<file path="src/rtl/iot_mon_pkg.sv">
// ============================================================================
// iot_mon_pkg : shared constants for the IoT monitor scheduler and counter
// Revision    : 1.0
// ============================================================================
`default_nettype none

package iot_mon_pkg;

  localparam int N_DEV_DEFAULT = 8;

  localparam logic EV_OFF = 1'b0;
  localparam logic EV_ON  = 1'b1;

  // Device index width; at least one bit.
  function automatic int dev_id_w(input int n);
    return (n <= 2) ? 1 : $clog2(n);
  endfunction

endpackage

`default_nettype wire

</file>
<file path="src/rtl/rr_arbiter.sv">
// ============================================================================
// rr_arbiter : combinational round-robin search from a start pointer
// Revision   : 1.0
// ============================================================================
`default_nettype none

module rr_arbiter #(
  parameter int WIDTH = 8,
  parameter int IDX_W = 3
) (
  input  logic [WIDTH-1:0] i_req,
  input  logic [IDX_W-1:0] i_ptr,
  output logic             o_grant_valid,
  output logic [IDX_W-1:0] o_grant_idx
);

  int w_idx;

  // Walk offsets from farthest to nearest so the nearest request wins.
  always_comb begin
    o_grant_valid = 1'b0;
    o_grant_idx   = '0;
    w_idx         = 0;
    for (int k = WIDTH - 1; k >= 0; k--) begin
      w_idx = int'(i_ptr) + k;
      if (w_idx >= WIDTH) begin
        w_idx = w_idx - WIDTH;
      end
      if (i_req[IDX_W'(w_idx)]) begin
        o_grant_valid = 1'b1;
        o_grant_idx   = IDX_W'(w_idx);
      end
    end
  end

endmodule

`default_nettype wire

</file>
<file path="src/rtl/iot_event_scheduler.sv">
// ============================================================================
// iot_event_scheduler : per-device transition capture, serialised round-robin
//                       into one change/on_off pulse per clock.
// Optional: IOT_SCHED_SYNC2_EN adds a 2-flop synchroniser on dev_status.
// Revision            : 1.0
// ============================================================================
`default_nettype none

module iot_event_scheduler
  import iot_mon_pkg::*;
#(
  parameter int N_DEV    = N_DEV_DEFAULT,
  parameter int DEV_ID_W = dev_id_w(N_DEV)
) (
  input  logic                clk,
  input  logic                rst_n,
  input  logic [N_DEV-1:0]    dev_status,
  input  logic                enable,
  output logic                change,
  output logic                on_off,
  output logic [DEV_ID_W-1:0] dev_id,
  output logic                busy
);

  logic [N_DEV-1:0]    w_s;
  logic [N_DEV-1:0]    w_edge;
  logic [N_DEV-1:0]    w_req;
  logic [N_DEV-1:0]    w_pend_nxt;
  logic [N_DEV-1:0]    w_dir_nxt;
  logic                w_gnt_valid;
  logic [DEV_ID_W-1:0] w_gnt_idx;
  logic                w_hit;

  logic [N_DEV-1:0]    r_prev;
  logic [N_DEV-1:0]    r_pend;
  logic [N_DEV-1:0]    r_dir;
  logic [DEV_ID_W-1:0] r_rr_ptr;
  logic                r_change;
  logic                r_on_off;
  logic [DEV_ID_W-1:0] r_dev_id;

`ifdef IOT_SCHED_SYNC2_EN
  logic [N_DEV-1:0] r_sync1;
  logic [N_DEV-1:0] r_sync2;

  always_ff @(posedge clk) begin
    if (!rst_n) begin
      r_sync1 <= '0;
      r_sync2 <= '0;
    end else begin
      r_sync1 <= dev_status;
      r_sync2 <= r_sync1;
    end
  end

  assign w_s = r_sync2;
`else
  assign w_s = dev_status;
`endif

  assign w_edge = w_s ^ r_prev;
  assign w_req  = enable ? r_pend : '0;

  rr_arbiter #(
    .WIDTH (N_DEV),
    .IDX_W (DEV_ID_W)
  ) u_arb (
    .i_req         (w_req),
    .i_ptr         (r_rr_ptr),
    .o_grant_valid (w_gnt_valid),
    .o_grant_idx   (w_gnt_idx)
  );

  // A grant always implies the bit was pending, so edge+grant re-arms with
  // the new direction while edge alone on a pending bit cancels it.
  always_comb begin
    w_pend_nxt = r_pend;
    w_dir_nxt  = r_dir;
    w_hit      = 1'b0;
    for (int i = 0; i < N_DEV; i++) begin
      w_hit = w_gnt_valid && (int'(w_gnt_idx) == i);
      if (w_edge[i] && (!r_pend[i] || w_hit)) begin
        w_pend_nxt[i] = 1'b1;
        w_dir_nxt[i]  = w_s[i];
      end else if (w_edge[i] || w_hit) begin
        w_pend_nxt[i] = 1'b0;
      end
    end
  end

  always_ff @(posedge clk) begin
    if (!rst_n) begin
      r_prev   <= '0;
      r_pend   <= '0;
      r_dir    <= '0;
      r_rr_ptr <= '0;
      r_change <= 1'b0;
      r_on_off <= EV_OFF;
      r_dev_id <= '0;
    end else begin
      r_prev <= w_s;
      r_pend <= w_pend_nxt;
      r_dir  <= w_dir_nxt;
      if (w_gnt_valid) begin
        r_change <= 1'b1;
        r_on_off <= r_dir[w_gnt_idx];
        r_dev_id <= w_gnt_idx;
        if (w_gnt_idx == DEV_ID_W'(N_DEV - 1)) begin
          r_rr_ptr <= '0;
        end else begin
          r_rr_ptr <= w_gnt_idx + DEV_ID_W'(1);
        end
      end else begin
        r_change <= 1'b0;
      end
    end
  end

  assign change = r_change;
  assign on_off = r_on_off;
  assign dev_id = r_dev_id;
  assign busy   = |r_pend;

endmodule

`default_nettype wire
</file>
<file path="config.mk">
export PLATFORM = sky130hd
export DESIGN_NAME = iot_event_scheduler
export DESIGN_NICKNAME = d
export VERILOG_FILES = /design/src/rtl/iot_mon_pkg.sv /design/src/rtl/rr_arbiter.sv /design/src/rtl/iot_event_scheduler.sv
export SDC_FILE = /design/constraint.sdc
export NUM_CORES = 1
export LEC_CHECK = 0
export CAP_MARGIN = 20
export CORE_UTILIZATION = 50
export CTS_CLUSTER_DIAMETER = 120
export CTS_CLUSTER_SIZE = 25
export DETAILED_ROUTE_END_ITERATION = 16
export PLACE_DENSITY = 0.81
export SETUP_SLACK_MARGIN = 0.15
export SLEW_MARGIN = 20
export SYNTH_ARGS = -nofsm -noshare
export SYNTH_HDL_FRONTEND = slang
export SYNTH_HIERARCHICAL = 1
export SYNTH_SLANG_ARGS = --single-unit
</file>
<file path="constraint.sdc">
create_clock -name clk -period 5.1 [get_ports clk]
set_input_delay 1.02 -clock clk [delete_from_list [all_inputs] [get_ports clk]]
set_output_delay 1.02 -clock clk [all_outputs]
set_load 0.01 [all_outputs]
</file>
Yosys cells after proc, flatten, opt, wreduce, memory -nomap -nowiden. Index checks and enable logic that the tools add are counted.

Bits in registers: 32. Output and inout bits: 6. Input port bits: 11. Logic and storage cells: 182.

$add $sub $neg: 16. Bitwise gates (word level): 1. Reduce and logical (&&, ||, !) cells: 50. Order comparisons: 17. Multiplexer cells: 69. Eq/ne operators: 8.

Operator list (count): 2-to-1 mux 3 bit (17); 2-to-1 mux 1 bit (42); < comparator 3 x 5 -> 1 bit (second input constant) (8); greater-or-equal comparator 4 bit (second input constant) (7); binary-select mux 1 bit (select 3 bit) (9); subtractor 3 x 1 -> 3 bit (second input constant) (8); adder 3 x 3 -> 4 bit (second input constant) (4); logical AND 1 bit (16); logical OR 1 bit (16); nonzero test 2 bit (8); == test 3 bit (second input constant) (5); adder 3 x 2 -> 4 bit (second input constant) (2); logical NOT 1 bit (8); 2-to-1 mux 8 bit (1); OR reduction 8 bit (1); bitwise XOR 8 bit (1); == test 3 x 2 -> 1 bit (second input constant) (2); adder 3 x 1 -> 4 bit (second input constant) (1); greater-or-equal comparator 3 x 4 -> 1 bit (second input constant) (1); < comparator 3 x 4 -> 1 bit (second input constant) (1); adder 3 x 1 -> 3 bit (second input constant) (1); == test 3 x 1 -> 1 bit (second input constant) (1); logical NOT 3 bit (1).

Logic depth before layout (Yosys ltp). Gate-level depths: netlist of the first run.

Depth in word-level cells: 19. Mapped depth: 18. Gate-level depth less buffers: 14.

Cells and area by module. Netlist of the first run, hierarchy kept.

By module, submodules not included: iot_event_scheduler (seq. area each 640.6 um^2, area each 1557.7 um^2, cells each 164, instances 1); rr_arbiter (seq. area each 0.0 um^2, area each 782.0 um^2, cells each 90, instances 1).

Worst setup path after synthesis of the first run. No wires, ideal clock.

Path kind: input port to flip-flop. Start point: input port enable. End point: register r_dir[2]. Stages: 14. Data required time: 4983 ps. Path buffers: 1. Setup slack: 1324 ps. Arrival time: 3658 ps. Cells stage by stage: and2_1 -> mux4_1 -> mux2_4 -> o21ai_2 -> a31oi_1 -> o21bai_1 -> mux2_1 -> buf_6 -> inv_1 -> ha_1 -> nand2_2 -> o21ai_2 -> nand2_1 -> a32o_1.

Word-level cells in the longest chain between the ends: 16. Elaborated cells on any way between the ends: 45. Those cells by class: eq/ne: 1; mux: 41; reduce/logical: 3.

Ends and longest elaborated chain: start: declaration (RTL line iot_event_scheduler.sv:18) `input logic enable,`; 2-to-1 mux 8 bit (*) (RTL line iot_event_scheduler.sv:62) `assign w_req = enable ? r_pend : '0;`; binary-select mux 1 bit (select 3 bit) (RTL line rr_arbiter.sv:29) `if (i_req[IDX_W'(w_idx)]) begin`; 2-to-1 mux 1 bit (implied by the code) (2 in series) (RTL line rr_arbiter.sv:29); 2-to-1 mux 3 bit (7 in series) (RTL line rr_arbiter.sv:29); 2-to-1 mux 3 bit (*) (RTL line rr_arbiter.sv:29); named net w_gnt_idx[0] (RTL line iot_event_scheduler.sv:31) `logic [DEV_ID_W-1:0] w_gnt_idx;`; == test 3 bit (*) (RTL line iot_event_scheduler.sv:81) `w_hit = w_gnt_valid && (int'(w_gnt_idx) == i);`; logical AND 1 bit (*) (RTL line iot_event_scheduler.sv:81); logical OR 1 bit (*) (RTL line iot_event_scheduler.sv:82) `if (w_edge[i] && (!r_pend[i] || w_hit)) begin`; logical AND 1 bit (*) (RTL line iot_event_scheduler.sv:82); end signal: assignment (RTL line iot_event_scheduler.sv:103) `r_dir <= w_dir_nxt;`; end: declaration (RTL line iot_event_scheduler.sv:36) `logic [N_DEV-1:0] r_dir;`.

Mark *: on every way through the listed nets, which the timed path passes. The rest lies on a longest branch. The select of a mux whose other input is x is not followed. A chain may end at the register's enable or synchronous reset.

Final worst setup path of the first run.
Start point: input port enable. End point: register r_dir[3].

Word-level cells in the longest chain between the ends: 16. Elaborated cells on any way between the ends: 45. Those cells by class: eq/ne: 1; mux: 41; reduce/logical: 3.

Ends and longest elaborated chain: 2-to-1 mux 8 bit (*) (RTL line iot_event_scheduler.sv:62); named net w_req[0] (RTL line iot_event_scheduler.sv:27) `logic [N_DEV-1:0] w_req;`; binary-select mux 1 bit (select 3 bit) (RTL line rr_arbiter.sv:29); 2-to-1 mux 1 bit (implied by the code) (2 in series) (RTL line rr_arbiter.sv:29); 2-to-1 mux 3 bit (7 in series) (RTL line rr_arbiter.sv:29); 2-to-1 mux 3 bit (*) (RTL line rr_arbiter.sv:29); named net w_gnt_idx[0] (RTL line iot_event_scheduler.sv:31); == test 3 bit (*) (RTL line iot_event_scheduler.sv:81); logical AND 1 bit (*) (RTL line iot_event_scheduler.sv:81); logical OR 1 bit (*) (RTL line iot_event_scheduler.sv:82); logical AND 1 bit (*) (RTL line iot_event_scheduler.sv:82).

Marks and branches as above.

==> results.toml, run 1 <==
[clock_tree]
htreeDepth = 2
cts_tree = "built"
holdBufCountCts = 0
clk_pin_slew_ps = 60
cts.sinks = 32
clock_latency_ps = 280
cts.path.max_buffers = 2
numCtsBuffers = 5
post_cts_resized = 0
post-cts-setup-buffers = 0
root_buffer = "clkbuf_8"

[setup_path]
crit_chain = "clkdlybuf4s50_1, and2_1, mux4_1, mux2_4, o21ai_2, a31oi_1, o21bai_1, mux2_1, ha_1, ha_1, a21boi_2, nor2_1, o21ai_0, a21boi_0"
slowest_stage = "mux4_1"
r2r_cells = 14
path_depth = 14
path_common_cell = "ha_1"
crit_path_max_fanout = 8
path_class = "in -> reg"
cp_top_family = "multiplexers"
worstPathArrival_ps = 4580
crit_required_ps = 5260
rrSetupSlack_ps = 1400
critPathBufInv = 1
end_kind = "flop"
cp-start-kind = "input port"
slowest_delay_ps = 620

[floorplanning]
die_w_um = 70.41
io_pins = 17
core_area_um2 = 4414
die_height_um = 70.41
rows = 24
start_util_pct = 53.00
die_area_um2 = 4957

[run_status]
status = "finished clean"

[timing]
drv_slew = 0
worst_pin_slew_ps = 893.5
max_slew_margin_pct = 40.25
setup_viol_count_final = 0
grt_setup_unrepaired = "false"
hold_slack_ps = 492.4
min_period_ps = 4417
setup_tns_ps = 0
skew_ps = 4.017
finalCritPeriodShare_pct = 86.61
max_freq_mhz = 226.4
finalHoldViolCount = 0
setup_slack_ps = 682.8

[finish]
design_area_um2 = 2601
diodes = 0
drive_gt1_share_pct = 11.90
layout.nets = 287
area_growth_pct = 11.18

[place]
io_buffer_count = 16
place_ws_ps = 375.4
gp_congestion = 0.9455
dp_hpwl_um = 3423
place_area_um2 = 2509

[global_route]
grt.total_usage_pct = 21.04
grt-ovfl-total = 0
grt_pass1_wl_um = 8321
antenna_found_initial = 0
first_global_vias = 1877
grt_max_degree = 33

[route]
wirelength_um = 4734
ant_nets = 0
drt_iter0_drc = 93
drc_errors = 0
vias = 1861
post_drt_wl_per_cell_um = 14.75
via_per_inst = 5.798
drt_first_pass_iters = 4

[worst_hold_path]
min_path_cells = 2
min_path_type = "reg -> reg"

[yosys]
synth_area_um2 = 2340
synth_edf_count = 0
synth-async-reset-ratio_pct = 0
yosys_warnings = 6
ys_ff_latch = 32
avgSynthCellArea_um2 = 9.212
synth_cell_type_count = 53
synth_flop_cell = "dfxtp_1"
syn_nets = 273
synthCells = 254
yosysSeqAreaShare_pct = 27.38

[pwr]
power.density_nw_per_um2 = 689.3
power_uw = 1793
power_frac_seq_pct = 21.2
power_frac_clock_pct = 11.0
p_leak_uw = 0.001040
pwr-share-comb_pct = 67.8
p_switching_uw = 824.8
intPower_uw = 968.2
swShare_pct = 46.00
vdd_drop_max_uv = 343.5

[flow_run]
maxCapViolCount = 0
## final timing paths
kind,from,endpoint
min reg2reg,dev_id[2],dev_id[2]
max reg2reg,r_rr_ptr[1],r_dir[3]
max,enable,r_dir[3]
min,dev_id[2],dev_id[2]
## layer usage
metal	routed length [um]	GRT usage [%]	vias up	share of wire (%)
met3	145	4.329	8	3.1
li1	-	-	939	-
met4	99	9.556	0	2.1
met5	0	0	-	0
met2	2380	35.56	37	50
met1	2108	25.50	877	45
## power groups by stage
stage,sequential [uW],clock (uW),combinational (uW)
final,381,197,1210
after CTS,381,204,1220
after floorplan,365,0,1000
after global routing,391,217,1360
after detailed placement,386,0,1190
after global placement,382,0,1180
## placed cells by master (no fill, tap or decap), types with 8 or more instances in the layout
master and n:
a21oi_1 10, and2_1 28, clkdlybuf4s50_1 16, dfxtp_1 32
ha_1 8, inv_1 15, mux2i_1 8, nand2_1 23
nor2_1 9, xnor2_1 11, xor2_1 8
## worst min-delay path, delay by kind of cell, from the launching register on
kind / cells / cell delay (ps)
flip-flops: 1 / 310
AO/OA/AOI/OAI: 1 / 70
AND/OR/NAND/NOR: 1 / 60
## synthesized netlist by cell type, types with 2 or more instances
master	number	area share, %
mux4_2	6	5.8
nor4_1	3	0.80
buf_6	3	1.4
o21ai_0	6	1.3
a21o_1	3	0.96
nor2b_1	5	1.3
ha_1	8	4.3
buf_4	3	0.96
mux4_1	5	5.6
xor2_1	8	3.0
a31oi_1	3	0.80
xnor2_1	11	4.1
a21oi_1	10	2.1
nand3_1	4	0.86
and2_1	28	7.5
inv_1	15	2.4
nand2_2	2	0.53
nor3_1	2	0.43
mux2_2	5	2.4
nor2_1	9	1.4
mux2i_1	8	3.4
nand2_1	23	3.7
a21boi_2	2	0.96
o211a_1	2	0.86
or2_1	3	0.80
nand2b_1	2	0.53
a21boi_0	3	0.96
o21ai_2	4	1.5
clkbuf_1	4	0.64
o22ai_1	3	0.80
dfxtp_1	32	27
a32o_1	6	2.6
buf_2	3	0.64
## cell type report
class	count	area (um^2)
clock buffer	6	82.58
fill	388	1813
clock inverter	2	10.01
sequential	32	640.6
multi-input combinational	194	1556
tap	52	65.06
timing repair buffer	20	190.2
inverter	15	56.30
## registers in the layout, summed over array words and instances (netlist names)
signal	flops
change	1
dev_id	3
on_off	1
r_dir	8
r_pend	8
r_prev	8
r_rr_ptr	3
## cell families after synthesis
group                    count (synthesis)  share of synthesized area (%)
AO/OA/AOI/OAI                           57                          17.97
buffers and inverters                   28                          6.096
flip-flops                              32                          27.38
XOR/XNOR                                19                          7.112
adder cells (fa/ha/maj)                  8                          4.278
multiplexers                            26                          18.34
AND/OR/NAND/NOR                         84                          18.82
## metrics by stage
| stage | instances | utilization, % |
|---|---|---|
| CTS | 321 | 58.93 |
| finish | 321 | 58.93 |
| global route | 321 | 58.93 |
| global placement | 313 | 56.83 |
| detailed placement | 313 | 56.83 |
| floorplan | 254 | - |
No activity file was read; power rests on OpenSTA's default activity.
==> run 2, diff against run 1 <==
Settings changed: HOLD_SLACK_MARGIN set to 0.1.
==> results of run 2 <==
The final DEF is identical to that of run 1; final timing and power are the same.
